$ cat src/rtl/sig_burst_ctrl.sv
// Square-wave burst sequencer: toggles sig num_toggles times every half_period cycles.
// Optional build macro SIG_BURST_CONTINUOUS_EN: num_toggles=0 runs until abort.
module sig_burst_ctrl #(
    parameter int unsigned CNT_W = 8,
    parameter int unsigned NUM_W = 4
) (
    input  logic             clk,
    input  logic             rst_n,
    input  logic             start,
    input  logic [CNT_W-1:0] half_period,
    input  logic [NUM_W-1:0] num_toggles,
    input  logic             abort,
    output logic             busy,
    output logic             sig,
    output logic             done,
    output logic [NUM_W-1:0] toggle_cnt
);

    typedef enum logic [1:0] {
        IDLE = 2'd0,
        RUN  = 2'd1,
        DONE = 2'd2
    } state_t;

    state_t           state_q, state_d;
    logic [CNT_W-1:0] timer_q, timer_d;
    logic [CNT_W-1:0] hp_q, hp_d;
    logic [NUM_W-1:0] num_q, num_d;
    logic [NUM_W-1:0] cnt_d;
    logic             sig_d, done_d, busy_d;
    logic             go_run;

    // A request runs only when it has a nonzero half-period and a usable toggle count.
`ifdef SIG_BURST_CONTINUOUS_EN
    assign go_run = (half_period != '0);
`else
    assign go_run = (half_period != '0) && (num_toggles != '0);
`endif

    always_ff @(posedge clk or negedge rst_n) begin
        if (!rst_n) begin
            state_q    <= IDLE;
            timer_q    <= '0;
            hp_q       <= '0;
            num_q      <= '0;
            toggle_cnt <= '0;
            sig        <= 1'b0;
            done       <= 1'b0;
            busy       <= 1'b0;
        end else begin
            state_q    <= state_d;
            timer_q    <= timer_d;
            hp_q       <= hp_d;
            num_q      <= num_d;
            toggle_cnt <= cnt_d;
            sig        <= sig_d;
            done       <= done_d;
            busy       <= busy_d;
        end
    end

    always_comb begin
        state_d = state_q;
        timer_d = timer_q;
        hp_d    = hp_q;
        num_d   = num_q;
        cnt_d   = toggle_cnt;
        sig_d   = sig;
        done_d  = 1'b0;

        case (state_q)
            IDLE: begin
                sig_d = 1'b0;
                if (start) begin
                    hp_d  = half_period;
                    num_d = num_toggles;
                    cnt_d = '0;
                    if (go_run) begin
                        timer_d = half_period;
                        state_d = RUN;
                    end else begin
                        state_d = DONE;
                        done_d  = 1'b1;
                    end
                end
            end
            RUN: begin
                // Abort wins over a simultaneous timer expiry: no toggle that cycle.
                if (abort) begin
                    state_d = DONE;
                    done_d  = 1'b1;
                end else if (timer_q == CNT_W'(1)) begin
                    sig_d   = ~sig;
                    cnt_d   = toggle_cnt + NUM_W'(1);
                    timer_d = hp_q;
                    // A latched count of zero only reaches RUN as a continuous burst.
                    if ((num_q != '0) && (cnt_d == num_q)) begin
                        state_d = DONE;
                        done_d  = 1'b1;
                    end
                end else begin
                    timer_d = timer_q - CNT_W'(1);
                end
            end
            DONE: begin
                sig_d   = 1'b0;
                state_d = IDLE;
            end
            default: begin
                sig_d   = 1'b0;
                state_d = IDLE;
            end
        endcase

        busy_d = (state_d != IDLE);
    end

endmodule

$ cat config.mk
export PLATFORM = sky130hd
export DESIGN_NAME = sig_burst_ctrl
export DESIGN_NICKNAME = d
export VERILOG_FILES = /design/src/rtl/sig_burst_ctrl.sv
export SDC_FILE = /design/constraint.sdc
export NUM_CORES = 1
export LEC_CHECK = 0
export CAP_MARGIN = 20
export CORE_MARGIN = 1
export CORE_UTILIZATION = 58
export DETAILED_ROUTE_END_ITERATION = 8
export PLACE_DENSITY_LB_ADDON = 0.2
export SYNTH_ARGS = -nofsm -noshare
export SYNTH_HDL_FRONTEND = slang
export SYNTH_SLANG_ARGS = --single-unit
$ cat constraint.sdc
create_clock -name clk -period 6.6 [get_ports clk]
set_clock_uncertainty 0.05 [all_clocks]
set_input_delay 1.32 -clock clk [delete_from_list [all_inputs] [get_ports clk]]
set_output_delay 1.32 -clock clk [all_outputs]
set_load 0.005 [all_outputs]
== Word-level counts from Yosys, hierarchy flattened ==
Cells that the tools add are included.

* Latch bits: 0
* Input port bits: 16
* Register bits: 29
* Memories: 0
* Memory bits (read-only): 0
* RAM bits: 0

* Bitwise operators: 1
* Multipliers: 0
* Equal/unequal tests: 7
* Mux-type cells: 24
* Add/sub/neg operators: 2
* Shift-type cells: 0
* $lt $le $gt $ge: 0
* Divide/modulo/power cells: 0
* Reductions and logical operators: 12

{| class="wikitable"
|+ Operator list
! operator !! number
|-
| 8-bit two-way mux || 4
|-
| 8-bit one-hot mux with 2 select lines || 1
|-
| 4-bit two-way mux || 3
|-
| 2-bit two-way mux || 5
|-
| 8-bit by 1-bit == test with 1-bit output, second input constant || 1
|-
| 1-bit two-way mux || 8
|-
| 2-bit inequality test, second input constant || 4
|-
| 4-bit one-hot mux with 2 select lines || 1
|-
| 4-bit AND reduction || 2
|-
| 4-bit nonzero test || 2
|-
| 8-bit nonzero test || 1
|-
| 8-bit by 1-bit subtractor with 8-bit output, second input constant || 1
|-
| 4-bit by 1-bit adder with 4-bit output, second input constant || 1
|-
| 4-bit == test || 1
|-
| 2-bit one-hot mux with 2 select lines || 1
|-
| 2-bit AND reduction || 2
|-
| 2-bit nonzero test || 2
|-
| 2-bit by 1-bit == test with 1-bit output, second input constant || 1
|-
| 1-bit logical AND || 2
|-
| 2-bit zero test || 1
|-
| 1-bit one-hot mux with 2 select lines || 1
|-
| 1-bit inverter || 1
|}

== Logic depth before layout (Yosys ltp) ==
* Word-level depth: 8
* Gate-level depth with buffers: 7

== Least setup slack after synthesis ==
OpenSTA, ideal clock, no wires.

* Kind: input to register
* From: input start
* To: register timer_q[4]
* Setup time: 138 ps
* Stages: 5
* Required time: 6412 ps
* Path slack: 3919 ps
* Arrival: 2493 ps
* Cells stage by stage: or3b_1 -> a211oi_2 -> or2_1 -> buf_4 -> a41oi_1

* Word-level cells in the longest chain between the ends: 2

{| class="wikitable"
|+ Ends and longest elaborated chain
! item !! line !! source
|-
| start, declared || 9 || <nowiki>input logic start,</nowiki>
|-
| 2-bit inequality test (no source line) || n/a ||
|-
| 4-bit AND reduction (no source line) || n/a ||
|-
| end signal, assigned || 52 || <nowiki>timer_q <= timer_d;</nowiki>
|-
| end, declared || 26 || <nowiki>logic [CNT_W-1:0] timer_q, timer_d;</nowiki>
|}

Every way passes these cells.
A chain may end at the register's enable or synchronous reset.

== Worst setup path after layout ==
Ends and elaborated chain as after synthesis.

==> metrics <==
status finished clean; Tcrit/Tclk final 51.1%; Max FO, Critical Path 11; post-route ant nets 0; Synth Warn # 0; clk_lat worst skew 330 ps; core area 2760 µm²; boundary pin count 23; DR WL met2 1730 µm; vias per inst 6.47; Clock transition at path regs 80 ps; largest net degree at the start of global routing 30; vias in the first global route 1319; Avg Cell Area, Syn 10.2 µm²; Worst Setup Start Kind input port; Peak Freq 0.296 GHz; Final HPWL DP 2760 µm; aggregate routed wire length 3830 µm; DR iter-0 viols 63; ys async rst share 100%; Congestion Overflow GR 0; drt wl/cell 17.6 µm; arrival time worst endpoint 3500 ps; critical path class in2reg; Slew HR 46.8%; std cell rows 19; Buf/Inv on CP 1; cell family with most CP delay simple AND/OR/NAND/NOR gates; ys flop type dfrtp_1; number of max-cap violations 0; crit path cell chain clkdlybuf4s50_1 -> or3b_1 -> a211oi_2 -> or2_1 -> a41oi_1; minimum clock period 3370 ps; depth of the CTS H-tree 2; # Post-CTS Setup Buffers 0; GP Congestion 0.854; final count of negative-setup-slack endpoints 0; post-CTS sizing 0; Synth-to-Final Area Change 15.2%; post-synthesis sequential element count 29; wl on met1 1840 µm; Die Span X 56.1 µm; slowest CP cell a211oi_2; cell area after synthesis 1700 µm²; Post-synth EDFFs 0; Area after DPL 1900 µm²; Initial Utilization 61.6%; Clock Tree Root clkbuf_4; Worst-Margin Slew 796 ps; Pleak 0.791 nW; slowest stage delay, CP 650 ps; nets 205; Post-Synthesis Cells 167; Crit. End Element flip-flop; DR top layer met4; die area 3150 µm²; IO Port Bufs 22; RSZ-0062 raised after global routing no; clk sinks 29; total track usage 26.7%; Final Util 71.0%; Final Hold Vio Count 0; initial antenna violation count 0; Pwr Total 0.000736 W; Diodes inserted 0; VDD IR max 297 µV; Vias 1403; Setup WS pre-CTS 2930 ps; cts bufs inserted 5; Unique masters post-synth 49; Synth Net Count 186; post-synthesis sequential area ratio 42.7%; WP data required 6730 ps; drt first pass iters 4; Slew Limit Fails 0; final instance area 1960 µm²; TritonCTS clock tree yes; setup TNS 0 ps; WL met3 197 µm; DRC 0; hold-fix buffers at CTS 0; die height 56.1 µm; Cell Pwr Density 376 nW/µm²; hold crit path type reg2reg; Max clock buf depth 2; worst setup margin 3230 ps; layout cells sized above 1 15.1%; Filler Cell Count 215; first-pass GRT wire length 6450 µm
==> layout make-up <==
type                       count  area [µm²]  area share [%]
multi-input combinational    121         888            45.4
inverter                       6        22.5            1.15
sequential                    29         726            37.1
timing repair buffer          23         228            11.6
clock buffer                   7        55.1            2.81
tap                           31        38.8            1.98
==> path summary, 6_finish.rpt <==
| kind | start | endpoint | slack [ps] | cells after the start |
|---|---|---|---|---|
| hold / removal | hp_q[2] | hp_q[2] | 470 | 1 |
| max in group asynchronous | rst_n | hp_q[2] | 4900 | 2 |
| min in group asynchronous | rst_n | timer_q[6] | 1310 | 2 |
| setup / recovery | start | timer_q[4] | 3230 | 5 |
| hold reg to reg | hp_q[2] | hp_q[2] | 470 | 1 |
| setup reg to reg | state_q[0] | timer_q[4] | 4140 | 4 |
==> synth_stat cells, drive strengths merged (2+ instances only) <==
cell	count	share of area (%)
a211o	2	1.0
a211oi	4	2.1
a21oi	3	0.88
a22o	2	1.0
a31oi	5	1.8
a41oi	2	1.0
buf	4	2.1
clkbuf	7	1.6
dfrtp	29	43
ha	3	2.2
inv	6	1.3
mux2	15	9.9
nand2	15	3.3
nand2b	2	0.74
nand3	3	0.88
nor2	8	1.8
nor2b	2	0.74
nor3	9	3.3
nor3b	3	1.3
nor4	5	2.6
o211ai	3	1.3
o21ai	2	0.59
o221ai	2	1.0
o22ai	6	2.2
o311ai	3	1.5
or3b	2	1.0
xnor2	5	2.6
xor2	3	1.5
==> stage by stage <==
step / std cells / hold WS (ps)
2_1_floorplan: 167 / 425
3_3_place_gp: 210 / 455
3_5_place_dp: 210 / 453
4_1_cts: 217 / 472
5_1_grt: 217 / 499
6_report: 217 / 468
==> cell families after synthesis <==
kind of cell	after synthesis	share of synthesized area, %
flops	29	42.7
mux	15	9.94
buf+inv	17	5.01
compound gates	39	17.2
fa+ha+maj	3	2.21
simple gates	56	18.9
xor+xnor	8	4.12
==> power by group <==
part / internal, W / switching (W)
Clock: 0.0000502 / 0.0000607
Sequential: 0.000247 / 0.0000809
Combinational: 0.000149 / 0.000147
==> sequential cells by signal, summed over array words and instances (netlist names) <==
signal      cells
hp_q            8
toggle_cnt      4
state_q         2
timer_q         8
num_q           4
sig             1
busy            1
done            1
==> routing by layer <==
metal,GRT usage (%),up-vias
li1,-,663
met4,8.36,0
met1,38.5,683
met5,0,-
met3,5.12,9
met2,41.0,48
==> placed cells by master, fill, tap and decap left out, types with 6 or more instances in the layout <==
cell / synthesis / routed
nor2_1: 8 / 8
o22ai_1: 6 / 6
nor3_1: 8 / 8
nand2_1: 15 / 15
inv_1: 6 / 6
clkdlybuf4s50_1: 0 / 22
mux2_2: 14 / 14
dfrtp_1: 29 / 29
No activity file was read; power rests on OpenSTA's default activity.
